--- config.mk ---
export PLATFORM = sky130hd
export DESIGN_NAME = fetch_unit_flat
export DESIGN_NICKNAME = d
export VERILOG_FILES = /design/src/rtl/fetch_unit_if.sv /design/src/rtl/fetch_unit.sv /design/src/flat_wrapper.sv
export SDC_FILE = /design/constraint.sdc
export NUM_CORES = 1
export LEC_CHECK = 0
export CAP_MARGIN = 20
export CORE_MARGIN = 4
export CORE_UTILIZATION = 45
export CTS_CLUSTER_SIZE = 12
export DETAILED_ROUTE_END_ITERATION = 6
export GPL_ROUTABILITY_DRIVEN = 0
export PLACE_DENSITY_LB_ADDON = 0.08
export SKIP_LAST_GASP = 1
export SLEW_MARGIN = 0
export SYNTH_ARGS = -nofsm -noshare
export SYNTH_HDL_FRONTEND = slang
export SYNTH_SLANG_ARGS = --single-unit
--- constraint.sdc ---
create_clock -name clk -period 13.5 [get_ports clk]
set_input_delay 2.7 -clock clk [delete_from_list [all_inputs] [get_ports clk]]
set_output_delay 2.7 -clock clk [all_outputs]
set_load 0.02 [all_outputs]
--- src/rtl/fetch_unit_if.sv ---
// Fetch-stage bus: decoder/flag inputs, LUT loader port and PC/status outputs.
// FETCH_LINK_REG_EN adds the ret_en request and the link register output.
interface fetch_unit_if #(
    parameter int PC_W      = 10,
    parameter int LUT_IDX_W = 5
);
    logic                 start;
    logic                 branch_en;
    logic                 branch_cond;
    logic                 flag_in;
    logic [LUT_IDX_W-1:0] lut_idx;
    logic                 halt_in;
    logic                 lut_we;
    logic [LUT_IDX_W-1:0] lut_waddr;
    logic [PC_W-1:0]      lut_wdata;
    logic [PC_W-1:0]      pc;
    logic                 running;
    logic                 done;
    logic                 branch_taken;
`ifdef FETCH_LINK_REG_EN
    logic                 ret_en;
    logic [PC_W-1:0]      link;

    modport master (
        output start, branch_en, branch_cond, flag_in, lut_idx, halt_in,
               lut_we, lut_waddr, lut_wdata, ret_en,
        input  pc, running, done, branch_taken, link
    );
    modport slave (
        input  start, branch_en, branch_cond, flag_in, lut_idx, halt_in,
               lut_we, lut_waddr, lut_wdata, ret_en,
        output pc, running, done, branch_taken, link
    );
`else
    modport master (
        output start, branch_en, branch_cond, flag_in, lut_idx, halt_in,
               lut_we, lut_waddr, lut_wdata,
        input  pc, running, done, branch_taken
    );
    modport slave (
        input  start, branch_en, branch_cond, flag_in, lut_idx, halt_in,
               lut_we, lut_waddr, lut_wdata,
        output pc, running, done, branch_taken
    );
`endif
endinterface

--- src/rtl/fetch_unit.sv ---
// Program counter, branch-target LUT and run/halt sequencer for the fetch stage.
// Optional macro FETCH_LINK_REG_EN adds a link register with ret_en return.
//
// state  | meaning
// S_IDLE | out of reset, pc holds until start
// S_RUN  | executing, pc advances / branches every cycle
// S_HALT | program done, pc holds at halt address, done=1
module fetch_unit #(
    parameter int PC_W       = 10,
    parameter int LUT_IDX_W  = 5,
    parameter int START_ADDR = 0
) (
    input  logic         clk,
    input  logic         rst,
    fetch_unit_if.slave  bus
);
    localparam int LUT_N = 2 ** LUT_IDX_W;

    typedef enum logic [1:0] {S_IDLE, S_RUN, S_HALT} state_t;

    state_t          state_q, state_d;
    logic [PC_W-1:0] pc_q, pc_d;
    logic [PC_W-1:0] pc_inc;
    logic [PC_W-1:0] lut_q [LUT_N];
    logic [PC_W-1:0] lut_rd;
    logic            run;
    logic            taken;
`ifdef FETCH_LINK_REG_EN
    logic [PC_W-1:0] link_q, link_d;
`endif

    assign run    = (state_q == S_RUN);
    assign pc_inc = pc_q + PC_W'(1);
    assign lut_rd = lut_q[bus.lut_idx];
    assign taken  = run & bus.branch_en & (bus.flag_in == bus.branch_cond);

    assign bus.pc           = pc_q;
    assign bus.running      = run;
    assign bus.done         = (state_q == S_HALT);
    assign bus.branch_taken = taken;
`ifdef FETCH_LINK_REG_EN
    assign bus.link         = link_q;
`endif

    always_comb begin
        state_d = state_q;
        pc_d    = pc_q;
`ifdef FETCH_LINK_REG_EN
        link_d  = link_q;
`endif
        case (state_q)
            S_IDLE, S_HALT: begin
                if (bus.start) begin
                    state_d = S_RUN;
                    pc_d    = PC_W'(START_ADDR);
                end
            end
            S_RUN: begin
                if (bus.start) begin
                    pc_d = PC_W'(START_ADDR);
                end else if (bus.halt_in) begin
                    state_d = S_HALT;
`ifdef FETCH_LINK_REG_EN
                end else if (bus.ret_en) begin
                    pc_d = link_q;
`endif
                end else if (taken) begin
                    pc_d = lut_rd;
`ifdef FETCH_LINK_REG_EN
                    link_d = pc_inc;
`endif
                end else begin
                    pc_d = pc_inc;
                end
            end
            default: begin
                state_d = S_IDLE;
                pc_d    = '0;
            end
        endcase
    end

    always_ff @(posedge clk or posedge rst) begin
        if (rst) begin
            state_q <= S_IDLE;
            pc_q    <= '0;
`ifdef FETCH_LINK_REG_EN
            link_q  <= '0;
`endif
        end else begin
            state_q <= state_d;
            pc_q    <= pc_d;
`ifdef FETCH_LINK_REG_EN
            link_q  <= link_d;
`endif
        end
    end

    // Read above is combinational from stored contents, so a same-cycle write is seen next cycle.
    always_ff @(posedge clk or posedge rst) begin
        if (rst) begin
            for (int i = 0; i < LUT_N; i++) begin
                lut_q[i] <= '0;
            end
        end else if (bus.lut_we) begin
            lut_q[bus.lut_waddr] <= bus.lut_wdata;
        end
    end
endmodule
--- src/flat_wrapper.sv ---
// flat-port wrapper written by rule: the top's interface ports become plain ports
module fetch_unit_flat 
#(
    parameter int PC_W       = 10,
    parameter int LUT_IDX_W  = 5,
    parameter int START_ADDR = 0
)
  (clk, rst, bus_start, bus_branch_en, bus_branch_cond, bus_flag_in, bus_lut_idx, bus_halt_in, bus_lut_we, bus_lut_waddr, bus_lut_wdata, bus_pc, bus_running, bus_done, bus_branch_taken);
  fetch_unit_if #(.PC_W(PC_W), .LUT_IDX_W(LUT_IDX_W)) bus_i ();
  input  logic clk;
  input  logic rst;
  input wire logic [$bits(bus_i.start)-1:0] bus_start;
  input wire logic [$bits(bus_i.branch_en)-1:0] bus_branch_en;
  input wire logic [$bits(bus_i.branch_cond)-1:0] bus_branch_cond;
  input wire logic [$bits(bus_i.flag_in)-1:0] bus_flag_in;
  input wire logic [$bits(bus_i.lut_idx)-1:0] bus_lut_idx;
  input wire logic [$bits(bus_i.halt_in)-1:0] bus_halt_in;
  input wire logic [$bits(bus_i.lut_we)-1:0] bus_lut_we;
  input wire logic [$bits(bus_i.lut_waddr)-1:0] bus_lut_waddr;
  input wire logic [$bits(bus_i.lut_wdata)-1:0] bus_lut_wdata;
  output wire logic [$bits(bus_i.pc)-1:0] bus_pc;
  output wire logic [$bits(bus_i.running)-1:0] bus_running;
  output wire logic [$bits(bus_i.done)-1:0] bus_done;
  output wire logic [$bits(bus_i.branch_taken)-1:0] bus_branch_taken;
  assign bus_i.start = bus_start;
  assign bus_i.branch_en = bus_branch_en;
  assign bus_i.branch_cond = bus_branch_cond;
  assign bus_i.flag_in = bus_flag_in;
  assign bus_i.lut_idx = bus_lut_idx;
  assign bus_i.halt_in = bus_halt_in;
  assign bus_i.lut_we = bus_lut_we;
  assign bus_i.lut_waddr = bus_lut_waddr;
  assign bus_i.lut_wdata = bus_lut_wdata;
  assign bus_pc = bus_i.pc;
  assign bus_running = bus_i.running;
  assign bus_done = bus_i.done;
  assign bus_branch_taken = bus_i.branch_taken;
  fetch_unit #(.PC_W(PC_W), .LUT_IDX_W(LUT_IDX_W), .START_ADDR(START_ADDR)) u_core (.clk(clk), .rst(rst), .bus(bus_i));
endmodule
Yosys cells after proc, flatten, opt, wreduce, memory -nomap -nowiden:

Cells that the tools add are included.

* input bits: 28
* output and inout port bits: 13
* register bits after elaboration: 332

* reductions and logical operators: 5
* multiplexer cells: 15
* add/subtract/negate cells: 1
* bitwise gates (word level): 4
* equality and inequality tests: 7
* order comparisons: 3

Operators with widths (number)
* $bwmux W320: 1
* $mux W10: 7
* $bmux W10 S5: 1
* $demux W10 S5: 1
* $pmux W10 S2: 1
* $ge A6 B6 Y1 const B: 2
* $not A5 Y6: 2
* $add A10 B1 Y10 const B: 1
* $lt A6 B1 Y1 const B: 1
* $mux W2: 3
* $ne A2 B2 Y1 const B: 3
* $pmux W2 S2: 1
* $ne A3 B3 Y1 const B: 1
* $reduce_and A3 Y1: 1
* $and A1 B1 Y1: 2
* $eq A2 B1 Y1 const B: 1
* $eq A2 B2 Y1 const B: 1
* $logic_not A2 Y1: 1
* $reduce_and A2 Y1: 1
* $reduce_or A2 Y1: 1
* $eq A1 B1 Y1: 1
* $logic_and A1 B1 Y1: 1

Longest topological paths before layout:

* word-level depth: 8
* gate-level depth with buffers: 9

Worst setup path before layout:

No wires, ideal clock.

* path type: input -> output
* start point: input port bus_branch_cond
* end point: output port bus_branch_taken
* slack: 7.436 ns
* arrival time: 3.364 ns
* cell stages on the path: 2
* data required time: 10.800 ns
* buffers on the path: 0
* cells stage by stage: xnor2_1 > and3_1

* cells in the longest elaborated chain, start to end: 2

RTL lines
* from (decl): line flat_wrapper.sv:14 `input wire logic [$bits(bus_i.branch_cond)-1:0] bus_branch_cond;`
* $eq A1 B1 Y1: line fetch_unit.sv:35 `assign taken = run & bus.branch_en & (bus.flag_in == bus.branch_cond);`
* $and A1 B1 Y1: line fetch_unit.sv:35
* to (decl): line flat_wrapper.sv:24 `output wire logic [$bits(bus_i.branch_taken)-1:0] bus_branch_taken;`

No other way between the ends.

Worst setup path after layout:

Same ends and word-level chain as after synthesis.

==> summary.txt <==
Run status
  • Outcome: complete, no violations

Yosys
  • Mean Syn Cell Area: ~15 µm²
  • Top-count cell post-synth: dfrtp_1
  • Number of synthesis warnings: 0
  • Sequential area share after synthesis: 0.534
  • Top cells by count, synth: dfrtp_1, mux2_2, mux2i_1, mux2_1, mux4_2
  • Ys async rst share: 1.00
  • Synth cell types: 53
  • Post-synth EDFFs: 0
  • Synth top area cells: dfrtp_1, mux2_2, mux4_2
  • Netlist Area Pre-Place: about 16,000 µm²
  • Post-Syn Nets: about 1,100
  • Top-area cell type share of the netlist area: 0.534
  • Gate Count Post-Synth: 1,059
  • Ys flop type: dfrtp_1
  • Register bit count reported by yosys: ~330
  • Post-synth top area cell: dfrtp_1

Final layout
  • Antenna Cells: 0
  • P&R area growth vs syn: 13.1%
  • Layout cells sized above 1: 0.376
  • Net count, final: 1,117

Setup path
  • FF-to-FF setup slack: between 10 and 15 ns
  • R2R depth: 5
  • Setup crit start kind: input port
  • Critical-path maximum fanout: 4
  • Crit end category: primary output
  • Crit Path Class: in -> out
  • Crit path required time: 10.80 ns
  • Slowest cell on the critical path: clkdlybuf4s50_1
  • Slowest cell delay on critical path: 0.60 ns
  • CP most frequent cell: clkdlybuf4s50_1
  • WP data arrival: around 4.4 ns
  • R2r endpoint: u_core.bus.pc[5]
  • Reg2reg start: u_core.state_q[1]
  • Cells along the critical path: clkdlybuf4s50_1, xnor2_1, and3_1, clkdlybuf4s50_1

CTS
  • Clock insertion delay at the later pin of the skew report: 0.52 ns
  • Clock Sinks: between 300 and 400
  • Clk buf depth: 3
  • TritonCTS clock tree: built
  • Clk root buf: clkbuf_16
  • Htree depth: 2
  • Clk pin slew, worst setup/hold paths: 0.05 ns
  • Post-CTS Resized: 0
  • Hold Buf Count CTS: 0
  • TritonCTS buffer count: 39
  • Post-CTS Setup Bufs: 0

Global routing
  • Met1 Usage GRT: 0.321
  • Antenna violations before repair: 0
  • Largest net degree at the start of global routing: between 100 and 150
  • GR peak layer: met1
  • First-pass GRT wire length: 60,400 µm
  • Met3 track demand over resource: 0.0309
  • Met2 usage: 0.311
  • GR Overflow Total: 0
  • Vias in the first global route: 9,352
  • Global Route Usage Sum: 0.206

Routing
  • Via count: 9,121
  • First DRT Iteration DRCs: just over 500
  • DRT Wirelength: 38,700 µm
  • Detail Route Antenna Nets: 0
  • Routed WL per cell: around 25 µm
  • Drc violations: 0
  • Via density: 5.84
  • First drt pass iteration count: 5

Timing
  • Final Slew Violations: 0
  • Final setup vio count: 0
  • Worst Hold Slack: between 0.4 and 0.5 ns
  • Final worst path period need: between 7 and 8 ns
  • Highest clock rate: 142 MHz
  • Setup TNS: 0 ns
  • Final Skew: ~0.015 ns
  • Hold Vio Cnt, Final: 0
  • Worst rel slew slack: 0.362
  • Crit share post-route: 0.523
  • Worst slew pin tran: 0.957 ns
  • RSZ-0062 raised after global routing: false

Floorplan
  • Number of core rows: 67
  • Initial Util: 0.461
  • Die area: 37,600 µm²
  • Ports: between 40 and 50
  • Chip width: 194 µm
  • Core area: approximately 34,000 µm²
  • DIE HEIGHT: ~190 µm

Place
  • IO buf count: 40
  • DP Wirelength: 24,000 µm

Min path
  • HP Class: reg -> reg
  • Min-delay src: u_core.lut_q[25]
  • WHS Path Cells: 1
  • Min-Delay Endpoint: u_core.lut_q[25]

Job
  • Maxcap violations: 0

Power and ir drop
  • Peak VDD IR: 0.0839 mV
  • Leakage dissipation: 7.87 nW
  • Tot Pwr: around 0.0028 W
  • Power Density: ~160 nW/µm²
-- worst max-delay path, delay by kind of cell --
kind / cells / cell delay [ns]
XOR/XNOR: 1 / 0.40
buffers and inverters: 2 / 1.02
AND/OR/NAND/NOR: 1 / 0.24
-- metrics by stage --
stage	instances	utilization	instance area (µm²)	setup slack, ns
final	1563	0.521	17600	6.44
after global routing	1563	0.521	17600	6.36
after CTS	1562	0.520	17600	6.44
after detailed placement	1494	0.482	16300	6.45
after global placement	1493	0.482	16300	6.47
after floorplan	1059	-	15600	1.60
-- state kept, by name, summed over array words and instances, names as in the netlist --
register,flops
u_core.lut_q,320
u_core.bus.pc,10
u_core.state_q,2
-- layout by cell type, fill, tap and decap left out, types with 3 or more instances in the layout --
cell type / instances
a21oi_1: 12
a221o_1: 7
a22o_1: 7
a22oi_1: 19
and3_1: 4
buf_4: 17
clkbuf_1: 12
clkbuf_16: 41
clkbuf_8: 9
clkdlybuf4s50_1: 37
clkinv_2: 4
dfrtp_1: 332
inv_1: 3
mux2_1: 60
mux2_2: 275
mux2i_1: 75
mux4_2: 46
nand2_1: 31
nand2b_1: 5
nand3_1: 11
nand3b_1: 4
nand4_1: 8
nor2_1: 11
nor2_2: 10
nor2_4: 7
nor2b_1: 7
nor3b_1: 5
o211ai_1: 3
o21ai_0: 6
o21ai_1: 4
o22ai_1: 7
-- layer usage --
layer  part of all wire  vias up  wire, µm
li1                   -     4032         -
met1               0.49     4837     19000
met2               0.45      205     17400
met3              0.046       47      1770
met4              0.015        0       575
met5                  0        -         0
-- cell families after synthesis --
family	after synthesis	synth area share
multiplexers	456	0.357
flip-flops	332	0.534
AND/OR/NAND/NOR	113	0.0414
AO/OA/AOI/OAI	82	0.0411
buffers and inverters	73	0.0242
XOR/XNOR	2	0.00113
adder cells (fa/ha/maj)	1	0.000804
-- how the worst max path moves through the flow --
stage                       end            start  slack (ns)  depth (start not counted)
3_3_place_gp   bus_branch_taken  bus_branch_cond        6.47                          4
5_1_grt        bus_branch_taken  bus_branch_cond        6.36                          4
6_report       bus_branch_taken  bus_branch_cond        6.44                          4
2_1_floorplan  u_core.bus.pc[0]              rst        1.60                          1
4_1_cts        bus_branch_taken  bus_branch_cond        6.44                          4
3_5_place_dp   bus_branch_taken  bus_branch_cond        6.45                          4
-- power breakdown --
group	internal [W]	total (W)	switching [W]
clock	0.000642	0.00104	0.000401
combinational	0.000245	0.000440	0.000194
sequential	0.00119	0.00128	0.0000943
-- area by class of cell --
class | instances | area, µm²
Sequential cell | 332 | 8310
Inverter | 4 | 22.5
Clock buffer | 62 | 1190
Fill cell | 2905 | 16200
Clock inverter | 6 | 80.1
Timing Repair Buffer | 57 | 558
Tap cell | 448 | 561
Multi-Input combinational cell | 654 | 6870
(Power assumes the default switching activity.)
